## src/rtl/glitch_sequencer.sv

```systemverilog
// glitch_sequencer: delay / window / gap timing controller for glitch_injector.
// Rev 1.0 - initial release.
`default_nettype none

module glitch_sequencer #(
  parameter int CNT_W = 16
) (
  input  logic             clk,
  input  logic             reset,
  input  logic             start,
  input  logic             abort,
  input  logic             mode,
  input  logic [CNT_W-1:0] delay,
  input  logic [CNT_W-1:0] width,
  input  logic [CNT_W-1:0] gap,
  input  logic [7:0]       count,
  output logic             enable,
  output logic             enable_specific,
  output logic             busy,
  output logic             done,
  output logic             aborted,
  output logic [7:0]       glitch_idx
);

  localparam logic [CNT_W-1:0] CNT_ONE = {{(CNT_W-1){1'b0}}, 1'b1};

  typedef enum logic [1:0] {
    IDLE   = 2'd0,
    DELAY  = 2'd1,
    GLITCH = 2'd2,
    GAP    = 2'd3
  } state_t;

  state_t           state;
  logic [CNT_W-1:0] cnt;
  logic [CNT_W-1:0] width_q;   // holds the effective width, never 0
  logic [CNT_W-1:0] gap_q;
  logic [7:0]       remaining;
  logic             mode_q;
  logic [CNT_W-1:0] weff_in;

  assign weff_in = (width == '0) ? CNT_ONE : width;

  always_ff @(posedge clk or posedge reset) begin
    if (reset) begin
      state           <= IDLE;
      cnt             <= '0;
      width_q         <= '0;
      gap_q           <= '0;
      remaining       <= '0;
      mode_q          <= 1'b0;
      enable          <= 1'b0;
      enable_specific <= 1'b0;
      busy            <= 1'b0;
      done            <= 1'b0;
      aborted         <= 1'b0;
      glitch_idx      <= '0;
    end else begin
      done    <= 1'b0;
      aborted <= 1'b0;
      if (state != IDLE && abort) begin
        state           <= IDLE;
        cnt             <= '0;
        enable          <= 1'b0;
        enable_specific <= 1'b0;
        busy            <= 1'b0;
        aborted         <= 1'b1;
      end else begin
        case (state)
          IDLE: begin
            if (start && !abort) begin
              glitch_idx <= '0;
              mode_q     <= mode;
              width_q    <= weff_in;
              gap_q      <= gap;
              remaining  <= count;
              if (count == 8'd0) begin
                done <= 1'b1;
              end else if (delay == '0) begin
                state           <= GLITCH;
                cnt             <= weff_in - CNT_ONE;
                busy            <= 1'b1;
                enable          <= ~mode;
                enable_specific <= mode;
              end else begin
                state <= DELAY;
                cnt   <= delay - CNT_ONE;
                busy  <= 1'b1;
              end
            end
          end

          DELAY: begin
            if (cnt == '0) begin
              state           <= GLITCH;
              cnt             <= width_q - CNT_ONE;
              enable          <= ~mode_q;
              enable_specific <= mode_q;
            end else begin
              cnt <= cnt - CNT_ONE;
            end
          end

          GLITCH: begin
            if (cnt == '0) begin
              remaining <= remaining - 8'd1;
              if (remaining == 8'd1) begin
                state           <= IDLE;
                busy            <= 1'b0;
                enable          <= 1'b0;
                enable_specific <= 1'b0;
                done            <= 1'b1;
              end else if (gap_q == '0) begin
                // back-to-back windows: enables stay high across the boundary
                cnt        <= width_q - CNT_ONE;
                glitch_idx <= glitch_idx + 8'd1;
              end else begin
                state           <= GAP;
                cnt             <= gap_q - CNT_ONE;
                enable          <= 1'b0;
                enable_specific <= 1'b0;
              end
            end else begin
              cnt <= cnt - CNT_ONE;
            end
          end

          GAP: begin
            if (cnt == '0) begin
              state           <= GLITCH;
              cnt             <= width_q - CNT_ONE;
              glitch_idx      <= glitch_idx + 8'd1;
              enable          <= ~mode_q;
              enable_specific <= mode_q;
            end else begin
              cnt <= cnt - CNT_ONE;
            end
          end

          default: state <= IDLE;
        endcase
      end
    end
  end

endmodule

`default_nettype wire

```

## config.mk

```make
export PLATFORM = sky130hd
export DESIGN_NAME = glitch_sequencer
export DESIGN_NICKNAME = d
export VERILOG_FILES = /design/src/rtl/glitch_sequencer.sv
export SDC_FILE = /design/constraint.sdc
export NUM_CORES = 1
export LEC_CHECK = 0
export BUFFER_PORTS_ARGS = -buffer_cell sky130_fd_sc_hd__buf_2
export CORE_MARGIN = 2
export CORE_UTILIZATION = 65
export CTS_BUF_LIST = sky130_fd_sc_hd__clkbuf_8
export CTS_CLUSTER_SIZE = 20
export DETAILED_ROUTE_END_ITERATION = 10
export PLACE_DENSITY = 0.89
export SLEW_MARGIN = 20
export SYNTH_ARGS = -nofsm -noshare
export SYNTH_HDL_FRONTEND = slang
export SYNTH_SLANG_ARGS = --single-unit
```

## constraint.sdc

```tcl
create_clock -name clk -period 5 [get_ports clk]
set_clock_uncertainty 0.2 [all_clocks]
set_input_delay 0.75 -clock clk [delete_from_list [all_inputs] [get_ports clk]]
set_output_delay 0.75 -clock clk [all_outputs]
set_load 0.02 [all_outputs]
```

==> qor.yml <==
syn_area_per_cell_um2: 8.90
final_nets: 718
port_buffers: 73
setup_tns_ps: 0
path_clk_slew_ps: 90
drive_gt1_share_pct: 24.2
finalHoldViolations: 0
routedWlPerCell_um: 19.5
p_per_area_nw_per_um2: 569
synthTopCellsByArea: "dfrtp_1, mux2_2, xnor2_1"
antenna_cells: 0
clk_latency_ps: 360
ioPinCount: 74
area_growth_pct: 13.4
drcViolationCount: 0
worstSetupEndpointType: "register"
yosysWarnings: 0
syn_inst: 580
clockBufferDepth: 2
cp.required_ps: 5060
grt_pass1_vias: 4829
hpwl_um: 11100
place.gp.congestion: 1.02
cts.repair.resized: 0
hold_buffers: 0
fin_crit_sh_pct: 69.0
hold_path_class: "primary input to asynchronous set/reset pin"
antenna_found_initial: 0
synth_top_cell_by_area: "dfrtp_1"
cts_tree: "yes"
status: "finished, final reports clean"
drt_iter0_markers: 502
final_common_cell: "buf_2"
ant_nets: 0
syn_nets: 650
grt_max_degree: 48
leakagePower_nw: 2.34
root_buffer: "clkbuf_8"
critPathKind: "primary input to register"
critPathLaunchType: "primary input"
grt_pass1_wl_um: 24300
seq_area_frac_synth_pct: 34.9
fin_util_pct: 75.8
vias: 5017
viasPerCell: 6.65
synth-seq-cells: 72
layout_common_cells: "buf_2, dfrtp_1, nand2_1"
dieArea_um2: 8670
finalSetupViolations: 0
htreeDepth: 3
fin_crit_ps: 3450
syn_area_um2: 5160
drv_slew: 0
core_um2: 7730
vdd_ir_drop_max_mv: 0.426
tightest_slew_ps: 1050
fill_cells: 568
netlist.area_leader.share_pct: 34.9
initial_utilization_pct: 66.8
drt_wl_total_um: 14700
yosysUniqueCellTypes: 74
path_max_fanout: 7
grt_overflow: 0
worst_ep_arrival_time_ps: 3510
row_count: 32
slew-limit-headroom_pct: 30.2
synthFlopType: "dfrtp_1"
cts_buffers: 9
cts.sink_count: 72
synth-edff-count: 0
cap_violations: 0
synthArstFlopShare_pct: 100
rsz0062_at_grt: "no"
fmax_mhz: 290
cts_setup_buffers: 0
drtPass1Iterations: 7
die_h_um: 93.1
track_usage_pct: 35.8
fp.dieW_um: 93.1
==> worst max-delay path: stages <==
cell and delay (ps):
buf_2 160, nor4_2 90, nand4_1 180, nor2_1 150, a21oi_1 230, ha_1 240, nor4b_1 530, nand2_1 130
a31oi_2 290, nand3_1 180, nor4_1 260, nor2_1 70, o32ai_1 260
==> layout make-up <==
cell class | instances | area [um^2] | area share, %
inverters | 16 | 61.3 | 1.05
flip-flops and latches | 72 | 1800 | 30.8
well taps | 102 | 128 | 2.18
clock buffers | 9 | 124 | 2.12
repair buffers | 79 | 410 | 7.01
clock inverters | 7 | 125 | 2.14
multi-input cells | 470 | 3200 | 54.7
==> stage by stage <==
step	power [W]	cells	cell area (um^2)	setup WS [ps]	hold slack (ps)
final	0.00333	755	5850	1550	306
after global routing	0.00354	755	5850	1370	331
after CTS	0.00329	755	5850	1600	313
after detailed placement	0.00270	739	5600	1240	294
after global placement	0.00262	739	5600	1230	289
after floorplan	0.00226	580	5160	1600	293
==> state kept, by name (all words and copies together) (netlist names) <==
register	cells
state	2
done	1
enable	1
cnt	16
aborted	1
glitch_idx	8
gap_q	16
enable_specific	1
width_q	16
remaining	8
mode_q	1
busy	1
==> where the power goes <==
part	switching (W)	leakage, nW	internal [W]	total [W]
logic	0.000885	1.33	0.000672	0.00156
registers	0.000358	0.892	0.000833	0.00119
clock network	0.000244	0.125	0.000338	0.000581
total	0.00149	2.34	0.00184	0.00333
==> per-layer routing <==
metal | global-route usage [%] | routed length, um | vias up
li1 | - | - | 2314
met1 | 48.7 | 6210 | 2402
met5 | 0 | 0 | -
met2 | 54.8 | 6730 | 257
met3 | 8.94 | 1210 | 44
met4 | 15.1 | 582 | 0
==> logic make-up after synthesis <==
logic type	Yosys count	share of synthesized area (%)
and+or+nand+nor	226	24.2
AOI/OAI and AO/OA	153	20.0
DFF	72	34.9
xor gates and xnor gates	48	8.14
buffers and inverters	38	3.22
muxes	34	7.34
adders and majority gates	9	2.18
==> path summary, 6_finish.rpt <==
kind | start | end | slack, ps | cells past startpoint
max in group asynchronous | reset | cnt[14]$_DFFE_PP0P_ | 3460 | 3
worst min-delay path | reset | glitch_idx[3]$_DFFE_PP0P_ | 310 | 2
min in group clk | busy$_DFFE_PP0P_ | busy$_DFFE_PP0P_ | 310 | 2
worst min register to register | busy$_DFFE_PP0P_ | busy$_DFFE_PP0P_ | 310 | 2
worst max-delay path | delay[10] | cnt[14]$_DFFE_PP0P_ | 1550 | 13
worst max register to register | cnt[0]$_DFFE_PP0P_ | cnt[11]$_DFFE_PP0P_ | 1690 | 8
==> cells in the mapped netlist, drive strengths merged (3+ instances only) <==
master and number:
dfrtp 72, nand2 54, a21oi 41, nor2 41, o21ai 33, mux2 31, xnor2 27, nor3 23
nor4 23, xor2 21, inv 16, nand3 16, clkbuf 13, or3 13, o22ai 12, a31oi 11
buf 9, ha 9, nand2b 8, nand4 8, or2 8, a211oi 7, nor3b 6, o211ai 5
a211o 4, a22o 4, a32o 4, nand3b 4, o221ai 4, or4 4, a22oi 3, and3 3
mux2i 3, nor2b 3, nor4b 3, o32ai 3
Note: power is estimated with default switching activity, not from simulation.
